## src/rtl/hamming13_rx_decoder_pkg.sv

```systemverilog
// rtl/hamming13_rx_decoder_pkg.sv - Hamming (13,8) SECDED bit positions, status codes and data extraction
package hamming13_rx_decoder_pkg;

   localparam int CW_W = 13;
   localparam int DW_W = 8;

   // Bit index = Hamming position - 1; PT is the overall even parity bit
   localparam int P1_IDX = 0;
   localparam int P2_IDX = 1;
   localparam int D1_IDX = 2;
   localparam int P4_IDX = 3;
   localparam int D2_IDX = 4;
   localparam int D3_IDX = 5;
   localparam int D4_IDX = 6;
   localparam int P8_IDX = 7;
   localparam int D5_IDX = 8;
   localparam int D6_IDX = 9;
   localparam int D7_IDX = 10;
   localparam int D8_IDX = 11;
   localparam int PT_IDX = 12;

   typedef enum logic [1:0] {
      ST_CLEAN  = 2'b00,
      ST_CORR   = 2'b01,
      ST_PCORR  = 2'b10,
      ST_UNCORR = 2'b11
   } status_t;

   function automatic logic [DW_W-1:0] extract_data(input logic [CW_W-1:0] code);
      return {code[D8_IDX], code[D7_IDX], code[D6_IDX], code[D5_IDX],
              code[D4_IDX], code[D3_IDX], code[D2_IDX], code[D1_IDX]};
   endfunction

endpackage

```

## src/rtl/hamming13_rx_decoder_if.sv

```systemverilog
// rtl/hamming13_rx_decoder_if.sv - codeword-in / byte-out handshake bundle of the RX decoder
interface hamming13_rx_decoder_if;
   import hamming13_rx_decoder_pkg::*;

   logic            in_valid;
   logic            in_ready;
   logic [CW_W-1:0] code_in;
   logic            out_valid;
   logic            out_ready;
   logic [DW_W-1:0] data_out;
   logic [1:0]      status_out;

   modport master (
      output in_valid, code_in, out_ready,
      input  in_ready, out_valid, data_out, status_out
   );

   modport slave (
      input  in_valid, code_in, out_ready,
      output in_ready, out_valid, data_out, status_out
   );

endinterface

```

## src/rtl/hamming13_syndrome.sv

```systemverilog
// rtl/hamming13_syndrome.sv - combinational syndrome s[3:0] and overall parity q of a 13-bit codeword
module hamming13_syndrome
   import hamming13_rx_decoder_pkg::*;
(
   input  logic [CW_W-1:0] code,
   output logic [3:0]      syn,
   output logic            q
);

   // Each syndrome bit covers the positions whose index has that bit set
   assign syn[0] = code[P1_IDX] ^ code[D1_IDX] ^ code[D2_IDX] ^ code[D4_IDX]
                 ^ code[D5_IDX] ^ code[D7_IDX];
   assign syn[1] = code[P2_IDX] ^ code[D1_IDX] ^ code[D3_IDX] ^ code[D4_IDX]
                 ^ code[D6_IDX] ^ code[D7_IDX];
   assign syn[2] = code[P4_IDX] ^ code[D2_IDX] ^ code[D3_IDX] ^ code[D4_IDX]
                 ^ code[D8_IDX];
   assign syn[3] = code[P8_IDX] ^ code[D5_IDX] ^ code[D6_IDX] ^ code[D7_IDX]
                 ^ code[D8_IDX];

   assign q = (^code[PT_IDX-1:0]) ^ code[PT_IDX];

endmodule

```

## src/rtl/hamming13_rx_decoder.sv

```systemverilog
// rtl/hamming13_rx_decoder.sv - two-stage SECDED decoder with stall, error status and saturating counters
module hamming13_rx_decoder
   import hamming13_rx_decoder_pkg::*;
#(
   parameter int CNT_W = 16
) (
   input  logic             clk,
   input  logic             rst_n,
   hamming13_rx_decoder_if.slave bus,
   input  logic             clr_cnt,
   output logic [CNT_W-1:0] cnt_corr,
   output logic [CNT_W-1:0] cnt_uncorr,
   output logic             err_sticky
);

   logic            en;
   logic [3:0]      syn_c;
   logic            q_c;

   logic            s1_valid;
   logic [CW_W-1:0] s1_code;
   logic [3:0]      s1_syn;
   logic            s1_q;

   logic [CW_W-1:0] flip_mask;
   logic [CW_W-1:0] fixed_code;
   status_t         status_c;

   logic            s2_valid;
   logic [DW_W-1:0] s2_data;
   status_t         s2_status;

   logic            load_word;
   logic            inc_corr;
   logic            inc_uncorr;

   // One enable stalls the whole pipe; bubbles travel like words
   assign en           = !s2_valid || bus.out_ready;
   assign bus.in_ready = en;

   hamming13_syndrome u_syndrome (
      .code (bus.code_in),
      .syn  (syn_c),
      .q    (q_c)
   );

   always_ff @(posedge clk or negedge rst_n) begin
      if (!rst_n) begin
         s1_valid <= 1'b0;
         s1_code  <= '0;
         s1_syn   <= '0;
         s1_q     <= 1'b0;
      end else if (en) begin
         s1_valid <= bus.in_valid;
         if (bus.in_valid) begin
            s1_code <= bus.code_in;
            s1_syn  <= syn_c;
            s1_q    <= q_c;
         end
      end
   end

   assign flip_mask = CW_W'(1) << (s1_syn - 4'd1);

   always_comb begin
      status_c   = ST_CLEAN;
      fixed_code = s1_code;
      if (s1_syn == 4'd0) begin
         status_c = s1_q ? ST_PCORR : ST_CLEAN;
      end else if (!s1_q || s1_syn > 4'd12) begin
         status_c = ST_UNCORR;
      end else begin
         status_c   = ST_CORR;
         fixed_code = s1_code ^ flip_mask;
      end
   end

   always_ff @(posedge clk or negedge rst_n) begin
      if (!rst_n) begin
         s2_valid  <= 1'b0;
         s2_data   <= '0;
         s2_status <= ST_CLEAN;
      end else if (en) begin
         s2_valid <= s1_valid;
         if (s1_valid) begin
            s2_data   <= extract_data(fixed_code);
            s2_status <= status_c;
         end
      end
   end

   assign bus.out_valid  = s2_valid;
   assign bus.data_out   = s2_data;
   assign bus.status_out = s2_status;

   assign load_word  = en && s1_valid;
   assign inc_corr   = load_word && (status_c == ST_CORR || status_c == ST_PCORR);
   assign inc_uncorr = load_word && (status_c == ST_UNCORR);

   // A clear in the same cycle as a counted word drops that word's count
   always_ff @(posedge clk or negedge rst_n) begin
      if (!rst_n) begin
         cnt_corr   <= '0;
         cnt_uncorr <= '0;
         err_sticky <= 1'b0;
      end else if (clr_cnt) begin
         cnt_corr   <= '0;
         cnt_uncorr <= '0;
         err_sticky <= 1'b0;
      end else begin
         if (inc_corr && cnt_corr != {CNT_W{1'b1}}) begin
            cnt_corr <= cnt_corr + 1'b1;
         end
         if (inc_uncorr && cnt_uncorr != {CNT_W{1'b1}}) begin
            cnt_uncorr <= cnt_uncorr + 1'b1;
         end
         if (inc_uncorr) begin
            err_sticky <= 1'b1;
         end
      end
   end

endmodule

```

## src/flat_wrapper.sv

```systemverilog
// flat-port wrapper written by rule: the top's interface ports become plain ports
module hamming13_rx_decoder_flat import hamming13_rx_decoder_pkg::*;
#(
   parameter int CNT_W = 16
)
  (clk, rst_n, clr_cnt, cnt_corr, cnt_uncorr, err_sticky, bus_in_valid, bus_code_in, bus_out_ready, bus_in_ready, bus_out_valid, bus_data_out, bus_status_out);
  hamming13_rx_decoder_if bus_i ();
  input  logic clk;
  input  logic rst_n;
  input  logic clr_cnt;
  output logic [CNT_W-1:0] cnt_corr;
  output logic [CNT_W-1:0] cnt_uncorr;
  output logic err_sticky;
  input wire logic [$bits(bus_i.in_valid)-1:0] bus_in_valid;
  input wire logic [$bits(bus_i.code_in)-1:0] bus_code_in;
  input wire logic [$bits(bus_i.out_ready)-1:0] bus_out_ready;
  output wire logic [$bits(bus_i.in_ready)-1:0] bus_in_ready;
  output wire logic [$bits(bus_i.out_valid)-1:0] bus_out_valid;
  output wire logic [$bits(bus_i.data_out)-1:0] bus_data_out;
  output wire logic [$bits(bus_i.status_out)-1:0] bus_status_out;
  assign bus_i.in_valid = bus_in_valid;
  assign bus_i.code_in = bus_code_in;
  assign bus_i.out_ready = bus_out_ready;
  assign bus_in_ready = bus_i.in_ready;
  assign bus_out_valid = bus_i.out_valid;
  assign bus_data_out = bus_i.data_out;
  assign bus_status_out = bus_i.status_out;
  hamming13_rx_decoder #(.CNT_W(CNT_W)) u_core (.clk(clk), .rst_n(rst_n), .bus(bus_i), .clr_cnt(clr_cnt), .cnt_corr(cnt_corr), .cnt_uncorr(cnt_uncorr), .err_sticky(err_sticky));
endmodule
```

## config.mk

```make
export PLATFORM = sky130hd
export DESIGN_NAME = hamming13_rx_decoder_flat
export DESIGN_NICKNAME = d
export VERILOG_FILES = /design/src/rtl/hamming13_rx_decoder_pkg.sv /design/src/rtl/hamming13_rx_decoder_if.sv /design/src/rtl/hamming13_syndrome.sv /design/src/rtl/hamming13_rx_decoder.sv /design/src/flat_wrapper.sv
export SDC_FILE = /design/constraint.sdc
export NUM_CORES = 1
export LEC_CHECK = 0
export BUFFER_PORTS_ARGS = -buffer_cell sky130_fd_sc_hd__buf_2
export CAP_MARGIN = 40
export CORE_MARGIN = 1.5
export CORE_UTILIZATION = 50
export DETAILED_ROUTE_END_ITERATION = 6
export PLACE_DENSITY = 0.74
export SYNTH_ARGS = -nofsm -noshare
export SYNTH_HDL_FRONTEND = slang
export SYNTH_SLANG_ARGS = --single-unit
```

## constraint.sdc

```tcl
create_clock -name clk -period 2.5 [get_ports clk]
set_input_delay 0.5 -clock clk [delete_from_list [all_inputs] [get_ports clk]]
set_output_delay 0.5 -clock clk [all_outputs]
set_load 0.02 [all_outputs]
```

# Yosys cells after proc, flatten, opt, wreduce, memory -nomap -nowiden
# Cells that the tools add are included.
# word_totals
out_inout_bits,45
inputBits,18
register_bits,62
wordCells,68
# op_classes
eq_ne,5
addsub,3
n_reduce_logical,17
bitwise_logic,20
magnitude_cmp,1
n_shift,1
mux,11
# op_table
cell,count
$mux W16,4
$add A16 B1 Y16 const B,2
$ne A16 B16 Y1 const B,2
$mux W12,2
$xor A1 B1 Y1,19
$reduce_xor A12 Y1,1
$shl A1 B4 Y12 const A,1
$xor A12 B12 Y12,1
$mux W2,3
$reduce_bool A2 Y1,3
$logic_and A1 B1 Y1,5
$eq A2 B2 Y1 const B,2
$gt A4 B4 Y1 const B,1
$logic_not A4 Y1,1
$reduce_and A2 Y1,2
$sub A4 B1 Y4 const B,1
$logic_or A1 B1 Y1,3
$eq A2 B1 Y1 const B,1
$logic_not A1 Y1,2
$mux W1,2

# Logic depth before layout (Yosys ltp)
# Gate-level depths: netlist (run 1).
# logic_depth
word_depth,10
mapped_depth,7

# Modules after synthesis
# A second synthesis (run 1) with hierarchy kept.
# unflattened
hier_cells,305
area_unflattened_um2,3154.3
# modules_own_cells
module,seq_area_each_um2,instances,cells_per_inst,area_per_inst_um2
hamming13_rx_decoder,1451.4,1,286,2937.8
hamming13_syndrome,0.0,1,19,216.5

# Worst setup path before layout (run 1)
# OpenSTA, ideal clock, no wires.
# synth_timing
path_type,input port to flip-flop
startpoint,input bus_out_ready
endpoint,register u_core.cnt_corr[11]
path_buffers,2
setup_slack_ns,0.335
setup_time_ns,0.125
t_arrival_ns,2.041
path_stages,7
cell_sequence,nand2b_1 buf_2 nand4_1 or3_1 buf_2 nor4_1 mux2_2
# synth_between
elab_chain_len,5
# synth_rtl
element,line_no,rtl
"start, declared",flat_wrapper.sv:16,input wire logic [$bits(bus_i.out_ready)-1:0] bus_out_ready;
$logic_or A1 B1 Y1,hamming13_rx_decoder.sv:38,assign en = !s2_valid || bus.out_ready;
net bus_in_ready,flat_wrapper.sv:17,output wire logic [$bits(bus_i.in_ready)-1:0] bus_in_ready;
$logic_and A1 B1 Y1,hamming13_rx_decoder.sv:96,assign load_word = en && s1_valid;
$logic_and A1 B1 Y1,hamming13_rx_decoder.sv:97,assign inc_corr = load_word && (status_c == ST_CORR || status_c == ST_PCORR);
$logic_and A1 B1 Y1,hamming13_rx_decoder.sv:111,if (inc_corr && cnt_corr != {CNT_W{1'b1}}) begin
$reduce_bool A2 Y1 (no line),--,
"end signal, assigned",hamming13_rx_decoder.sv:112,cnt_corr <= cnt_corr + 1'b1;
"end, declared",hamming13_rx_decoder.sv:11,"output logic [CNT_W-1:0] cnt_corr,"
# The timed path passes the listed nets, and every way through them passes these cells.
# A chain may end at the register's enable or synchronous reset.

# Worst setup path after layout (run 1)
# layout_timing
startpoint,register u_core.s1_syn[1]
endpoint,register u_core.cnt_corr[11]
# layout_between
elab_chain_len,9
# layout_rtl
element,line_no,rtl
"start, declared",hamming13_rx_decoder.sv:22,logic [3:0] s1_syn;
"start signal, assigned",hamming13_rx_decoder.sv:57,s1_syn <= syn_c;
$gt A4 B4 Y1,hamming13_rx_decoder.sv:70,end else if (!s1_q || s1_syn > 4'd12) begin
$logic_or A1 B1 Y1,hamming13_rx_decoder.sv:70,
$mux W2,hamming13_rx_decoder.sv:70,
$mux W2 *,hamming13_rx_decoder.sv:68,if (s1_syn == 4'd0) begin
$eq A2 B1 Y1 or $eq A2 B2 Y1 (tied branches),hamming13_rx_decoder.sv:97,
$logic_or A1 B1 Y1 *,hamming13_rx_decoder.sv:97,
$logic_and A1 B1 Y1 *,hamming13_rx_decoder.sv:97,
$logic_and A1 B1 Y1 *,hamming13_rx_decoder.sv:111,
$reduce_bool A2 Y1 (no line) *,--,
# Mark *: on every way between the ends. The rest lies on a longest branch, timed or not.

==> results.txt, run 1 <==
The flow ran to the end, and the final reports show no timing, DRC or antenna violations. After clock tree synthesis, the setup repair step added 0 buffers. For this design the ratio of total power to cell area is 734 mW/mm². The worst reg2reg path depth came out at 5. The worst-path maximum fanout is 10. The area share of the largest cell type after synthesis came out at 0.469. The final non-filler cell area came out at 0.00366 mm².

For this block, the initial DRC count from the detailed router was 106. The number of antenna violations at the first check in global routing came out at 0. The post-route worst setup slack came out at 373 ps. The number of H-tree levels came out at 3. For the worst setup path, the data arrival time is 2350 ps. The fraction of the yosys area taken by sequential cells is 0.469. The maximum achievable frequency is 0.470 GHz. The terminus of the critical flop-to-flop path is u_core.cnt_corr[11]. The synthesis-to-layout area growth is 18.3%. The floorplan die height is 81.7 µm. The area of combinational cells with multiple inputs is 0.00155 mm². The repair_antennas step left the layout with diodes totalling 0. The area of the die came out at 0.00667 mm². The number of sinks driven by the clock tree is 58. The period utilization is 0.851. The wire length of the first global-routing pass came out at 10.4 mm. Using the TritonRoute via totals, the vias-per-cell ratio works out to 5.48.

In this run the static leakage power is 1.60 nW. The worst hold margin is 180 ps. The overall via count from detail_route came out at 2538. After detailed placement, the total cell area comes to 0.00348 mm². The total global routing overflow is 0.

TritonCTS built the clock tree. In this run the remaining antenna-violating nets after routing total 0. The net count of the finished layout is 403.

Ranked by total cell area, the synthesized netlist is headed by sky130_fd_sc_hd__dfrtp_1, sky130_fd_sc_hd__xnor2_1, sky130_fd_sc_hd__nor2_1, sky130_fd_sc_hd__mux2_2, sky130_fd_sc_hd__xor2_1. The cell accounting for the most synthesized area is sky130_fd_sc_hd__dfrtp_1. The count of input and output buffers is 62. The post-placement worst setup slack came out at 334 ps. The path class of the tightest hold or removal check is input port to async pin.

The aggregate global-route resource usage came out at 0.206. The clock passes through at most 2 buffers. The synthesized design contains 58 register bits. The routed design could run at a clock period as short as 2130 ps.

The initial core utilization is 0.520. The setup clock skew after layout came out at 7.54 ps. The final setup TNS came out at 0 ps. The normalized max-slew margin came out at 0.575. The share of synthesized registers carrying an async set or reset came out at 1.00. The max-slew violation count came to 0. The number of design rule violations left after detail routing is 0. The synthesized instance count came out at 321.

The average cell area after synthesis is 9.64 µm². The reg-to-reg setup timing slack came out at 370 ps. The number of global-route vias before repair is 2295.

The largest vdd supply drop came out at 400 µV. The number of enable flip-flop cells after synthesis is 0. Clock-pin slew was measured on the worst setup and hold paths at 60 ps. The type of origin of the critical path is a flip-flop. The commonest register cell after synthesis is sky130_fd_sc_hd__dfrtp_1.

The floorplan step set the die width to 81.7 µm. The core outline area came out at 0.00596 mm². The worst setup path is of the flip-flop to flip-flop kind.

The transition time of the tightest slew-check pin came out at 632 ps. Once the clock tree was built, the resizer swapped 0 gates to a different size. The data required time of the critical path is 2720 ps.

Setup repair after global routing left no endpoint under its margin. STA classifies the critical path endpoint as a flip-flop. The utilization after layout came out at 0.615. The final hold violation count was 0. The clock network latency to the later pin of the worst-skew pair came out at 340 ps.

The floorplan has 28 rows. CTS placed an instance of sky130_fd_sc_hd__clkbuf_8 at the clock tree root. The pin count of the biggest net entering global routing came out at 33. The post-synthesis net count came out at 341. The final RePlAce weighted congestion is 0.826. After legalization and detailed placement, the total HPWL measured 4.58 mm. The cell area after synthesis came out at 0.00310 mm². In this run, post-CTS hold repair placed 0 buffers.

The number of clock buffers inserted by TritonCTS is 9. The number of iterations in the first detailed-routing pass is 5. Setup violations remaining at the end of the flow were counted as 0. Of the cells placed in the final design, the portion with a size suffix greater than 1 is 0.253.

63 I/O pins were placed. The total of max-cap violations came out at 0. The sequential cell area is 0.00145 mm². The filler cell count in the final layout is 530. The number of distinct library cells after synthesis came out at 40.

For this run, the number of Yosys warnings is 0. For this block, the routed nets add up to 6.39 mm of wire. In the final routed layout, each cell accounts on average for 13.8 µm.

In this run the critical register-to-register path is launched from u_core.s1_syn[1].
## per-layer routing
layer / wire (µm) / GRT usage / vias up / share of wire
met5: 0 / 0 / - / 0
met4: 112 / 0.117 / 0 / 0.018
met3: 275 / 0.0322 / 8 / 0.043
met2: 3010 / 0.313 / 66 / 0.47
met1: 2990 / 0.280 / 1210 / 0.47
li1: - / - / 1254 / -
## cells in the mapped netlist (4+ instances only)
library cell                n
sky130_fd_sc_hd__mux2_2    12
sky130_fd_sc_hd__o211ai_1   4
sky130_fd_sc_hd__a211oi_1   4
sky130_fd_sc_hd__buf_2      4
sky130_fd_sc_hd__nand2_1   20
sky130_fd_sc_hd__or4_1      6
sky130_fd_sc_hd__nor2_1    47
sky130_fd_sc_hd__nor4_1    10
sky130_fd_sc_hd__nor3_1    11
sky130_fd_sc_hd__xnor2_1   36
sky130_fd_sc_hd__and3_1     8
sky130_fd_sc_hd__xor2_1    14
sky130_fd_sc_hd__clkbuf_1  10
sky130_fd_sc_hd__dfrtp_1   58
sky130_fd_sc_hd__a21oi_1   17
sky130_fd_sc_hd__nand3_1   10
sky130_fd_sc_hd__nand4_1   10
sky130_fd_sc_hd__nand2b_1   5
sky130_fd_sc_hd__inv_1      6
sky130_fd_sc_hd__o21ai_0    4
## per-stage QoR
step                power, mW  instances
CTS                      2.71        463
detailed placement       1.89        447
global route             2.84        463
finish                   2.69        463
global placement         1.87        447
floorplan                1.70        321
## critical path, cell delays in order (launching register included)
cell                       delay, ps
sky130_fd_sc_hd__dfrtp_1         470
sky130_fd_sc_hd__o211ai_2        220
sky130_fd_sc_hd__nand4_1         130
sky130_fd_sc_hd__or3_1           500
sky130_fd_sc_hd__nor4_1          320
sky130_fd_sc_hd__mux2_2          370
## power breakdown
group / internal [mW] / leakage, nW / switching, mW / total, mW
combinational: 0.270 / 0.761 / 0.381 / 0.651
clock: 0.453 / 0.0958 / 0.366 / 0.819
sequential: 1.07 / 0.744 / 0.149 / 1.22
total: 1.79 / 1.60 / 0.896 / 2.69
## sequential cells by signal, indices dropped and copies added (netlist names)
register,count
u_core.s1_q,1
u_core.s1_code,8
u_core.bus.out_valid,1
u_core.bus.status_out,2
u_core.s1_valid,1
u_core.bus.data_out,8
u_core.s1_syn,4
u_core.err_sticky,1
u_core.cnt_uncorr,16
u_core.cnt_corr,16
## how the worst max path moves through the flow
stage	from	endpoint	slack, ps	depth (start not counted)
after global routing	u_core.s1_syn[1]	u_core.cnt_corr[11]	230	5
after CTS	u_core.s1_syn[1]	u_core.cnt_corr[11]	360	5
after global placement	bus_out_ready	u_core.cnt_corr[11]	370	6
after floorplan	bus_out_ready	u_core.cnt_corr[11]	330	7
final	u_core.s1_syn[1]	u_core.cnt_corr[11]	370	5
after detailed placement	bus_out_ready	u_core.cnt_corr[11]	330	6
## placed cells by master (no fill, tap or decap), drive strengths merged, types with 2 or more instances in the layout
cell and n:
a211oi 4, a21oi 17, and3 8, buf 67
clkbuf 10, clkinv 4, dfrtp 58, ha 2
inv 6, mux2 12, mux2i 3, nand2 20
nand2b 5, nand3 10, nand4 10, nor2 47
nor3 12, nor4 10, o211ai 5, o21ai 5
o31ai 3, or4 6, xnor2 36, xor2 14
## kinds of logic after synthesis
kind of cell	after synthesis	share of synthesized area
and+or+nand+nor	135	0.216
DFF	58	0.469
xor gates and xnor gates	50	0.141
AOI/OAI and AO/OA	39	0.0812
buffers and inverters	22	0.0307
muxes	15	0.0534
adders and majority gates	2	0.00808
## area by class of cell
class / instances / share of cell area
timing repair buffer: 67 / 0.0984
inverter: 6 / 0.00615
multi-input combinational: 241 / 0.423
clock buffer: 10 / 0.0348
clock inverter: 6 / 0.0157
tap: 75 / 0.0256
sequential: 58 / 0.396
Note: power is estimated with default switching activity, not from simulation.
==> run 2, diff against run 1 <==
- ABC_AREA: not set -> 1
- PLACE_DENSITY: 0.74 -> 0.72
==> run 2 against run 1 <==
Net effect:
- sequential power down 7%
- routed wire length up 33%
- critical path depth up 4
- sequential share of layout area down 6.1 points
- register-to-register slack better by 280 ps
- utilization down 1.9 points
- critical endpoint is now u_core.cnt_corr[14]
- largest power group unchanged
==> results.txt, run 2 <==
The run finished with clean final reports. Counting instances in the post-synthesis netlist gives the leading cell types as sky130_fd_sc_hd__nand2_1, sky130_fd_sc_hd__dfrtp_1, sky130_fd_sc_hd__inv_1. Buffers inserted to repair hold after CTS numbered 0. The post-synthesis sequential element count is 58.

In the final design database the tool counted 616 nets. The worst reg2reg path depth is 9. The cell area after synthesis came out at 0.00377 mm². For this design the top-level I/O count stands at 63. At the end of routability-driven placement, the weighted congestion stood at 0.865.

The cell repeated most along the worst path is sky130_fd_sc_hd__nand2_1. Traced cell by cell, the critical path runs through ha_1, nand3_1, inv_2, nand2_1, nor2_4, nor2_4, nor2_8, nand2_1, nand2_1. The cell accounting for the most synthesized area is sky130_fd_sc_hd__dfrtp_1.

Entering global routing, the biggest net connects 26 pins. The worst setup path is launched from a flip-flop. The number of antenna diodes in the final layout is 0.

The total global routing overflow came out at 0. For this design, the sink count on the clock tree is 58. The number of resized instances in the post-cts repair step is 0. The routed wirelength normalized by instance count is 12.1 µm.

The cell leakage power came out at 2.37 nW. The largest vdd supply drop came out at 241 µV. The post-placement worst setup slack came out at 644 ps. Setup violations remaining at the end of the flow were counted as 0. Setup repair after global routing left no endpoint under its margin. The library cells used most frequently in the layout, excluding fill and tap cells, are sky130_fd_sc_hd__nand2_1, sky130_fd_sc_hd__buf_2, sky130_fd_sc_hd__dfrtp_1. Clock tree synthesis selected as its root buffer the cell sky130_fd_sc_hd__clkbuf_8. The largest incremental delay on the critical path is 410 ps. The number of global-route vias before repair was 3205.

The number of buffers on the longest clock path is 2. The floorplan step defined a die boundary enclosing 0.00806 mm². The number of synthesis warnings came out at 0.

Synthesis produced 530 cells. After routing the design area is 0.00433 mm². The period utilization came out at 0.740. The number of rows in the core area came out at 31. For this block, the via count after detailed routing is 3516. The clock network latency to the later pin of the worst-skew pair came out at 330 ps. The final hold violation count is 0. The synthesis-to-layout area growth is 14.8%.

The count of input and output buffers came out at 62. The endpoint identified for the worst register-to-register timing path is u_core.cnt_corr[14]. The reg-to-reg startpoint is u_core.cnt_corr[0]. The commonest register cell after synthesis is sky130_fd_sc_hd__dfrtp_1. The aggregate global-route resource usage came out at 0.228.

The post-route worst setup slack came out at 650 ps. The post-detailed-placement half-perimeter wirelength is 6.42 mm. The number of distinct library cells after synthesis is 33.

The shortest period the worst path allows came out at 1850 ps. The total power density per cell area came out at 606 mW/mm². The H-tree was split into 3 levels.

From bottom edge to top edge, the die measures 89.8 µm. Of the post-synthesis cell area, the dominant cell type holds 0.385. In this run the remaining antenna-violating nets after routing total 0. The number of antenna violations at the first check in global routing is 0. Counting flops with a built-in enable in the synthesized netlist gives 0.

Of all nets on the critical path, the largest fanout is 17. The critical path is of the flip-flop to flip-flop type. The data required time of the critical path is 2720 ps. sky130_fd_sc_hd__nand2_1 is the most common cell in the netlist. The critical path depth came out at 9. The worst setup path is captured at a flip-flop. The max-slew violation count is 0. Averaged over all synthesized cells, the footprint is 7.11 µm². Across the run, the number of max-cap violations was 0. The detailed-route wire length is 8.47 mm. The most critical setup path has its endpoint at u_core.cnt_corr[14].

The post-synthesis net count came out at 550. The fraction of the yosys area taken by sequential cells is 0.385. For this configuration, the core starts out at a cell density of 0.519. For this run, design rule violations remaining after detail routing come to 0. Among cell families on the critical path, the largest total delay comes from simple AND/OR/NAND/NOR gates. Data arrives at the worst endpoint at 2070 ps. The normalized max-slew margin is 0.657. The timing startpoint of the critical path is u_core.cnt_corr[0].

The largest individual stage delay along the critical path comes from the cell sky130_fd_sc_hd__dfrtp_1. Based on the critical path, the design can be clocked at up to 0.541 GHz. The number of iterations in the first detailed-routing pass came out at 5. The final setup TNS is 0 ps.

The core outline area is 0.00725 mm². The number of setup buffers added after CTS is 0. The share of synthesized registers carrying an async set or reset came out at 1.00. The wire length of the first global-routing pass is 15.0 mm.

The die boundary width is 89.8 µm. The initial DRC count came out at 222. The transition time of the tightest slew-check pin came out at 511 ps.

The reg-to-reg setup timing slack came out at 650 ps. The number of buffers and inverters on the critical path is 1. The number of clock buffers inserted by TritonCTS is 9. Across the routed clock network, the largest skew measured is 9.34 ps. Using the TritonRoute via totals, the vias-per-cell ratio works out to 5.02. TritonCTS built the clock tree. The clock transition time at the flip-flop clock pins of the worst setup and hold paths is 70 ps. The placed instances occupy a cell area of 0.00412 mm². The library cell used most frequently in the layout, excluding fill and tap cells, is sky130_fd_sc_hd__nand2_1. The largest registers in the layout are u_core.cnt_corr (16), u_core.cnt_uncorr (16).

The min-delay analysis places its worst path in the category input port to async pin. Ranked by total cell area, the synthesized netlist is headed by sky130_fd_sc_hd__dfrtp_1, sky130_fd_sc_hd__nand2_1, sky130_fd_sc_hd__xor2_1, sky130_fd_sc_hd__inv_1, sky130_fd_sc_hd__nand3_1. The fraction of final layout cells sized beyond drive strength 1 came out at 0.175.
==> run 2: routing by layer <==
layer / track usage / vias up / part of all wire
met5: 0 / - / 0
met1: 0.308 / 1622 / 0.46
met2: 0.368 / 78 / 0.48
met3: 0.0372 / 7 / 0.045
li1: - / 1809 / -
met4: 0.0886 / 0 / 0.011
==> run 2: cell families after synthesis <==
group / share of synthesized area
compound gates: 0.0342
fa+ha+maj: 0.00664
flops: 0.385
xor+xnor: 0.0697
simple gates: 0.413
buf+inv: 0.0910
==> run 2: power by group <==
part / switching (mW) / internal (mW) / total [mW]
Combinational: 0.411 / 0.192 / 0.603
Clock: 0.391 / 0.486 / 0.877
Sequential: 0.0918 / 1.05 / 1.14
==> run 2: per-stage QoR <==
stage	util	std cells	hold slack [ps]	power, mW
finish	0.596	700	16.7	2.62
global route	0.596	700	17.7	2.78
CTS	0.596	700	8.18	2.65
detailed placement	0.568	684	379	1.76
global placement	0.568	684	379	1.74
floorplan	-	530	204	1.57
==> run 2: cell type report <==
type	count	area [µm²]
fillers	699	2930
multi-input cells	400	1970
flip-flops and latches	58	1450
repair buffers	67	348
inverters	60	225
clock buffers	10	138
well taps	99	124
clock inverters	6	66.3
==> run 2: how the worst min path moves through the flow <==
stage | from | to | slack (ps) | cells past startpoint
after floorplan | rst_n | u_core.bus.data_out[0] | 200 | 0
after global placement | rst_n | u_core.cnt_corr[4] | 380 | 1
final | rst_n | u_core.cnt_corr[4] | 20 | 1
after detailed placement | rst_n | u_core.cnt_corr[4] | 380 | 1
after CTS | rst_n | u_core.cnt_corr[4] | 8 | 1
after global routing | rst_n | u_core.cnt_corr[4] | 20 | 1
